--- config.mk ---
export PLATFORM = sky130hd
export DESIGN_NAME = pool_upsampler_2x2
export DESIGN_NICKNAME = d
export VERILOG_FILES = /design/src/rtl/pool_pkg.sv /design/src/rtl/pool_line_buffer.sv /design/src/rtl/pool_upsampler_2x2.sv
export SDC_FILE = /design/constraint.sdc
export NUM_CORES = 1
export LEC_CHECK = 0
export CORE_MARGIN = 5
export CORE_UTILIZATION = 55
export CTS_CLUSTER_DIAMETER = 200
export DETAILED_ROUTE_END_ITERATION = 10
export GPL_ROUTABILITY_DRIVEN = 0
export PLACE_DENSITY = 0.73
export SKIP_CTS_REPAIR_TIMING = 1
export SYNTH_ARGS = -nofsm -noshare
export SYNTH_HDL_FRONTEND = slang
export SYNTH_SLANG_ARGS = --single-unit
--- constraint.sdc ---
create_clock -name clk -period 9.7 [get_ports clk]
set_clock_uncertainty 0.05 [all_clocks]
set_input_delay 1.94 -clock clk [delete_from_list [all_inputs] [get_ports clk]]
set_output_delay 1.94 -clock clk [all_outputs]
set_load 0.1 [all_outputs]
--- src/rtl/pool_pkg.sv ---
// Shared types and defaults for the pooling / upsampling stages.
package pool_pkg;

  localparam int DEF_IN_W = 14;
  localparam int DEF_IN_H = 14;
  localparam int PIXEL_W  = 16;

  typedef logic signed [15:0] pixel_t;

  typedef enum logic [1:0] {
    IDLE  = 2'd0,
    ROW_A = 2'd1,
    ROW_B = 2'd2,
    DONE  = 2'd3
  } state_e;

endpackage

--- src/rtl/pool_line_buffer.sv ---
// One-row pixel store: synchronous write, combinational read.
// Holds the pooled row seen in ROW_A so ROW_B can replay it.
module pool_line_buffer #(
  parameter int DEPTH  = 14,
  parameter int DATA_W = 16,
  parameter int AW     = (DEPTH > 1) ? $clog2(DEPTH) : 1
) (
  input  logic                     clk,
  input  logic                     we_i,
  input  logic [AW-1:0]            waddr_i,
  input  logic signed [DATA_W-1:0] wdata_i,
  input  logic [AW-1:0]            raddr_i,
  output logic signed [DATA_W-1:0] rdata_o
);

  logic signed [DATA_W-1:0] mem_q [DEPTH];

  // Row storage; contents are don't-care after reset, so no reset here.
  always_ff @(posedge clk) begin
    if (we_i) begin
      mem_q[waddr_i] <= wdata_i;
    end
  end

  assign rdata_o = mem_q[raddr_i];

endmodule

--- src/rtl/pool_upsampler_2x2.sv ---
// Nearest-neighbour 2x upsampler: every pooled pixel becomes a 2x2 block.
// ROW_A streams input pixels (each shown twice) while filling the line
// buffer; ROW_B replays the buffer to produce the duplicated row.
module pool_upsampler_2x2
  import pool_pkg::*;
#(
  parameter int IN_W   = DEF_IN_W,
  parameter int IN_H   = DEF_IN_H,
  parameter int DATA_W = PIXEL_W
) (
  input  logic                     clk,
  input  logic                     rst_n,
  input  logic                     start,
  input  logic                     in_valid,
  input  logic signed [DATA_W-1:0] in_data,
  output logic                     in_ready,
  output logic                     out_valid,
  output logic signed [DATA_W-1:0] out_data,
  input  logic                     out_ready,
  output logic                     finish
);

  localparam int CW = (IN_W > 1) ? $clog2(IN_W) : 1;
  localparam int RW = (IN_H > 1) ? $clog2(IN_H) : 1;
  localparam logic [CW-1:0] COL_LAST = CW'(IN_W - 1);
  localparam logic [RW-1:0] ROW_LAST = RW'(IN_H - 1);

  state_e                   state_q, state_d;
  logic [CW-1:0]            col_q, col_d;
  logic [RW-1:0]            row_q, row_d;
  logic                     copy_q, copy_d;
  // Set once the last pixel of the row has been taken in ROW_A.
  logic                     full_q, full_d;
  logic                     out_valid_q, out_valid_d;
  logic signed [DATA_W-1:0] out_data_q, out_data_d;

  logic                     in_ready_c;
  logic                     fire_in;
  logic                     fire_out;
  logic                     buf_we;
  logic [CW-1:0]            buf_raddr;
  logic signed [DATA_W-1:0] buf_rdata;

  pool_line_buffer #(
    .DEPTH  (IN_W),
    .DATA_W (DATA_W),
    .AW     (CW)
  ) u_line_buf (
    .clk     (clk),
    .we_i    (buf_we),
    .waddr_i (col_q),
    .wdata_i (in_data),
    .raddr_i (buf_raddr),
    .rdata_o (buf_rdata)
  );

  assign fire_out = out_valid_q && out_ready;

  // State register, counters and output register.
  always_ff @(posedge clk or negedge rst_n) begin
    if (!rst_n) begin
      state_q     <= IDLE;
      col_q       <= '0;
      row_q       <= '0;
      copy_q      <= 1'b0;
      full_q      <= 1'b0;
      out_valid_q <= 1'b0;
      out_data_q  <= '0;
    end else begin
      state_q     <= state_d;
      col_q       <= col_d;
      row_q       <= row_d;
      copy_q      <= copy_d;
      full_q      <= full_d;
      out_valid_q <= out_valid_d;
      out_data_q  <= out_data_d;
    end
  end

  // Next-state, counter and handshake logic.
  always_comb begin
    state_d     = state_q;
    col_d       = col_q;
    row_d       = row_q;
    copy_d      = copy_q;
    full_d      = full_q;
    out_valid_d = out_valid_q;
    out_data_d  = out_data_q;
    in_ready_c  = 1'b0;
    fire_in     = 1'b0;
    buf_we      = 1'b0;
    buf_raddr   = '0;

    case (state_q)
      IDLE: begin
        col_d       = '0;
        row_d       = '0;
        copy_d      = 1'b0;
        full_d      = 1'b0;
        out_valid_d = 1'b0;
        if (start) begin
          state_d = ROW_A;
        end
      end

      ROW_A: begin
        // A new pixel may replace the register only as its copy-1 beat leaves.
        in_ready_c = !full_q && (!out_valid_q || (out_ready && copy_q));
        fire_in    = in_valid && in_ready_c;
        if (fire_in) begin
          buf_we      = 1'b1;
          out_data_d  = in_data;
          out_valid_d = 1'b1;
          copy_d      = 1'b0;
          if (col_q == COL_LAST) begin
            col_d  = '0;
            full_d = 1'b1;
          end else begin
            col_d = col_q + CW'(1);
          end
        end else if (fire_out) begin
          if (!copy_q) begin
            copy_d = 1'b1;
          end else begin
            copy_d      = 1'b0;
            out_valid_d = 1'b0;
            if (full_q) begin
              // Preload buffer entry 0 so ROW_B starts without a bubble.
              full_d      = 1'b0;
              col_d       = '0;
              state_d     = ROW_B;
              out_valid_d = 1'b1;
              out_data_d  = buf_rdata;
            end
          end
        end
      end

      ROW_B: begin
        // Look one entry ahead: the register already holds entry col_q.
        buf_raddr = (col_q == COL_LAST) ? '0 : col_q + CW'(1);
        if (fire_out) begin
          if (!copy_q) begin
            copy_d = 1'b1;
          end else begin
            copy_d = 1'b0;
            if (col_q == COL_LAST) begin
              col_d       = '0;
              out_valid_d = 1'b0;
              if (row_q == ROW_LAST) begin
                row_d   = '0;
                state_d = DONE;
              end else begin
                row_d   = row_q + RW'(1);
                state_d = ROW_A;
              end
            end else begin
              col_d      = col_q + CW'(1);
              out_data_d = buf_rdata;
            end
          end
        end
      end

      DONE: begin
        out_valid_d = 1'b0;
        if (!start) begin
          state_d = IDLE;
        end
      end

      default: begin
        state_d = IDLE;
      end
    endcase
  end

  assign in_ready  = in_ready_c;
  assign out_valid = out_valid_q;
  assign out_data  = out_data_q;
  assign finish    = (state_q == DONE);

endmodule

=== Word-level counts from Yosys, hierarchy flattened ===
Memories as Yosys holds them, arrays and structs flattened.
Cells that the tools add are included.

* Add/subtract/negate cells: 2
* Equal/unequal tests: 19
* Mux-type cells: 55
* Reduce and logical (&&, ||, !) cells: 19

{| class="wikitable"
|+ Operators by type and width
! operator !! count
|-
| 16-bit two-way mux || 7
|-
| 4-bit two-way mux || 12
|-
| 16-bit case mux with 2 select lines || 1
|-
| 2-bit two-way mux || 10
|-
| 2-bit inequality test (second input constant) || 10
|-
| 1-bit two-way mux || 19
|-
| 3-bit inequality test (second input constant) || 4
|-
| 4-bit case mux with 3 select lines || 1
|-
| 9-bit AND reduction || 1
|-
| 4-bit by 1-bit adder with 4-bit output (second input constant) || 2
|-
| 4-bit equality test (second input constant) || 2
|-
| 2-bit case mux with 4 select lines || 1
|-
| 4-bit case mux with 2 select lines || 1
|-
| 4-bit AND reduction || 2
|-
| 7-bit AND reduction || 1
|-
| 1-bit case mux with 3 select lines || 2
|-
| 6-bit AND reduction || 1
|-
| 2-bit nonzero test || 3
|-
| 5-bit AND reduction || 1
|-
| 2-bit equality test (second input constant) || 2
|-
| 1-bit logical AND || 4
|-
| 3-bit nonzero test || 1
|-
| 2-bit by 1-bit equality test with 1-bit output (second input constant) || 1
|-
| 1-bit logical NOT || 2
|-
| other kinds (4) || 4
|}

* Bits in registers: 29
* Memory bits (writable): 224
* Input port bits: 21
* Output and inout port bits: 19
* Logic and storage cells: 103
* Memories: 1

{| class="wikitable"
|+ Memories
! name !! words !! bits a word !! rd ports !! clocked after memory_dff !! wr ports !! line !! source
|-
| u_line_buf.mem_q || 14 || 16 || 1 || 0 || 1 || pool_line_buffer.sv:16 || <nowiki>logic signed [DATA_W-1:0] mem_q [DEPTH];</nowiki>
|}

=== Logic depth before layout (Yosys ltp) ===
An unclocked memory read counts as a cell.

* Word-level depth: 9
* Mapped depth: 10
* Gate-level depth less buffers: 7

=== Hierarchy ===
Synthesis repeated with hierarchy kept, for this count alone.

* Cell total of the unflattened synthesis: 545
* Area total of the unflattened synthesis: 10458.8 sq um

{| class="wikitable"
|+ Modules (own cells, without submodules)
! module !! instances !! cells each !! area each (sq um) !! seq. area each (sq um)
|-
| pool_line_buffer || 1 || 379 || 8600.7 || 6726.5
|-
| pool_upsampler_2x2 || 1 || 166 || 1858.0 || 725.7
|}

=== Least setup slack after synthesis ===
No wires, ideal clock.

* Path kind: input port to flip-flop
* From: input out_ready
* To: memory u_line_buf.mem_q[12][0], enable pin
* Data arrival time: 5.191 ns
* Required time: 9.220 ns
* Setup slack: 4.028 ns
* Stages: 4
* Cell sequence: a21boi_2 > nor3_2 > nand2_1 > nor4_1

* Word-level cells in the longest chain between the ends: 8

{| class="wikitable"
|+ RTL lines
! what !! line !! source
|-
| from (decl) || pool_upsampler_2x2.sv:19 || <nowiki>input logic out_ready,</nowiki>
|-
| 1-bit logical AND || pool_upsampler_2x2.sv:108 || <nowiki>in_ready_c = !full_q && (!out_valid_q || (out_ready && copy_q));</nowiki>
|-
| 1-bit logical OR || pool_upsampler_2x2.sv:108 ||
|-
| 1-bit logical AND || pool_upsampler_2x2.sv:108 ||
|-
| 1-bit logical AND || pool_upsampler_2x2.sv:109 || <nowiki>fire_in = in_valid && in_ready_c;</nowiki>
|-
| 1-bit two-way mux || pool_upsampler_2x2.sv:110 || <nowiki>if (fire_in) begin</nowiki>
|-
| 1-bit two-way mux || pool_upsampler_2x2.sv:94 || <nowiki>case (state_q)</nowiki>
|-
| 1-bit two-way mux || pool_line_buffer.sv:20 || <nowiki>if (we_i) begin</nowiki>
|-
| 1-bit two-way mux (implied by the code) || pool_line_buffer.sv:21 || <nowiki>mem_q[waddr_i] <= wdata_i;</nowiki>
|-
| to (decl) || pool_line_buffer.sv:16 ||
|}

Every way passes these cells.

=== Worst setup path in the final report ===
* From: input out_ready
* To: output in_ready

* Word-level cells in the longest chain between the ends: 4

{| class="wikitable"
|+ RTL lines
! what !! line !! source
|-
| 1-bit logical AND || pool_upsampler_2x2.sv:108 ||
|-
| 1-bit logical OR || pool_upsampler_2x2.sv:108 ||
|-
| 1-bit logical AND || pool_upsampler_2x2.sv:108 ||
|-
| 1-bit two-way mux || pool_upsampler_2x2.sv:94 ||
|-
| to (decl) || pool_upsampler_2x2.sv:16 || <nowiki>output logic in_ready,</nowiki>
|}

Every way passes these cells.

==> metrics <==
initial antenna violation count=0; Post-synth EDFFs=224; top cells by area, synth=edfxtp_1 (62%), dfrtp_1 (6.7%), mux2i_1 (3.8%), nand2_1 (2.1%), a21oi_1 (2.0%); Detailed Routing Iterations Pass 1=6; Max transition margin=33.2%; clk sinks=253; Final period util=63.3%; P_leak=4.13 nW; first-pass GRT wire length=40400 um; sequential-to-total area share from yosys stat=69.0%; routed wl met2=12900 um; Antenna Diode Count=0; RSZ-0062 raised after global routing=false; DRC errors left=0; CP arrival=4150 ps; Core Footprint=19400 um^2; vias in the first global route=7031; Yosys reg bits=253; worst slew pin tran=1000 ps; Total Power=0.00338 W; wire length on met3=2330 um; DR WL/cell=24.5 um; DP Area=11400 um^2; num rows=51; Adder-Cell Fraction of Synth Area=0.812%; PortBufs=39; Simple-Gate Fraction of Synth Area=8.42%; Syn Inst Count=767; Worst VDD drop=0.162 mV; Synth Area in XOR/XNOR=0%; Starting Density=55.6%; post-route setup TNS=0 ps; H-Tree Depth=1; Clock Tree Buf Depth=3; Yosys cell types=67; Area Overhead vs Synth=13.3%; CP required=7710 ps; Hold Violations, Final=0; pwr dens=276 nW/um^2; status=finished, final reports clean; Worst setup SP type=input port; Yosys top cell area share=62.3%; initial DRC count=899; Final Net Count=836; compound-gate portion of the synthesized area=13.8%; mux contribution to synthesized area=4.95%; main combinational cell family by area after synthesis=compound AO/OA/AOI/OAI gates; Tmin final=6140 ps; Max Slew Vio Count=0; CTS root buf=clkbuf_16; RR Startpoint=col_q[0]$_DFFE_PN0P_; Setup Crit Path Kind=input port to primary output; Async SR Flop Fraction=11.5%; Clock transition at path regs=60 ps; WL met1=10500 um; crit path capture type=primary output; grt total ovfl=0; Die Ht=150 um; via count=7004; crit path from=out_ready; average size of a mapped cell=14.1 um^2; fmax=163 MHz; post-synth top area cell=edfxtp_1; Worst Hold Class=register to register; Post-Route WL=26700 um; CTS tree=done; Die X=150 um; Via density=6.43; Final HPWL DP=15800 um; hold wc startpoint=out_data[10]$_DFFE_PN0P_; Top Metal Used=met4; largest net degree at the start of global routing=74; share of layout cells above drive strength 1=11.5%; max_cap viols=0; Post-synth top flop=edfxtp_1; yosys warns=0; latest clock arrival within the worst-skew pair=510 ps; endpoints failing setup=0; critical path peak fanout=5; I/O pin cnt=40; GRT Total Usage=23.9%; Antenna Nets Post-Route=0; Mapped Nets=795; fin area=12200 um^2; Die Area=22500 um^2; Cell Area, Synth=10800 um^2; cts bufs inserted=25
==> kinds of logic (layout without fill, tap and decap cells) <==
group	after synthesis	in the layout
buffers and inverters	63	121
AND/OR/NAND/NOR	185	185
AO/OA/AOI/OAI	207	207
flip-flops	253	253
adder cells (fa/ha/maj)	7	7
multiplexers	52	52
==> synthesized netlist by cell type (3+ instances only) <==
library cell	n
edfxtp_1	224
nand2_1	61
nor2_1	50
a21oi_1	44
mux2i_1	41
o21ai_0	35
dfrtp_1	29
buf_2	24
o221ai_1	23
a211oi_1	19
inv_1	15
and3_1	13
and2_1	12
mux2_2	11
a221o_1	10
clkbuf_1	10
nor3_1	9
a31oi_1	8
buf_4	8
nor2b_1	8
a311oi_1	7
ha_1	7
nand2b_1	7
o31a_1	7
a21o_1	6
a31o_1	6
nand3_1	6
a22o_1	5
a32o_1	5
a221oi_1	3
buf_6	3
o21a_1	3
o221a_2	3
o22ai_1	3
==> where the power goes <==
group          switching, W  total (W)  internal [W]  leakage [nW]
clock              0.000385   0.000928      0.000544         0.385
sequential        0.0000434    0.00130       0.00125          2.37
combinational      0.000804    0.00115      0.000349          1.37
==> routing by layer <==
layer	GRT usage [%]	up-vias
met4	9.38	0
met3	4.48	72
li1	-	3087
met1	32.1	3476
met2	38.9	369
met5	0	-
==> final cells by class <==
class	instances	area, um^2
Sequential cell	253	7450
Fill cell	1430	7170
Multi-Input combinational cell	451	3050
Clock buffer	34	679
Timing Repair Buffer	60	543
Tap cell	265	332
Clock inverter	10	109
Inverter	17	63.8
==> registers in the layout (all words and copies together), names as in the netlist <==
register and count:
u_line_buf.mem_q 224, out_data 16, col_q 4, row_q 4, state_q 2, copy_q 1, full_q 1, out_valid 1
==> through the flow <==
stage               hold slack [ps]  instances  util (%)  setup WS [ps]
floorplan                       446        767         -           4030
global placement                443       1046      59.0           3640
detailed placement              443       1046      59.0           3590
CTS                             457       1090      63.0           3590
global route                    485       1090      63.0           3510
finish                          451       1090      63.0           3560
==> worst paths after layout <==
| check | to | slack (ps) | cells past startpoint |
|---|---|---|---|
| min in group asynchronous | row_q[3]$_DFFE_PN0P_ | 1480 | 1 |
| worst min register to register | out_data[10]$_DFFE_PN0P_ | 450 | 1 |
| max in group asynchronous | col_q[0]$_DFFE_PN0P_ | 7550 | 1 |
| worst min-delay path | out_data[10]$_DFFE_PN0P_ | 450 | 1 |
| worst max-delay path | in_ready | 3560 | 4 |
| worst max register to register | out_data[11]$_DFFE_PN0P_ | 6050 | 6 |
==> critical path: stages <==
cell and delay, ps:
clkdlybuf4s50_1 560, a21boi_2 130, nor3_2 310, clkdlybuf4s50_1 1210
==> cells in the final DEF, fill, tap and decap left out, drive strengths merged, types with 3 or more instances in the layout <==
cell type / netlist / layout
a211oi: 19 / 19
a21o: 6 / 6
a21oi: 45 / 45
a221o: 10 / 10
a221oi: 3 / 3
a22o: 6 / 6
a311oi: 7 / 7
a31o: 8 / 8
a31oi: 8 / 8
a32o: 5 / 5
and2: 12 / 12
and3: 13 / 13
buf: 36 / 22
clkbuf: 10 / 34
clkdlybuf4s50: 0 / 38
clkinv: 1 / 7
dfrtp: 29 / 29
edfxtp: 224 / 224
ha: 7 / 7
inv: 16 / 17
mux2: 11 / 11
mux2i: 41 / 41
nand2: 61 / 61
nand2b: 7 / 7
nand3: 7 / 7
nor2: 50 / 50
nor2b: 8 / 8
nor3: 11 / 11
o21a: 3 / 3
o21ai: 37 / 37
o221a: 3 / 3
o221ai: 23 / 23
o22ai: 3 / 3
o31a: 7 / 7
Power figures use the tool's default switching activity.
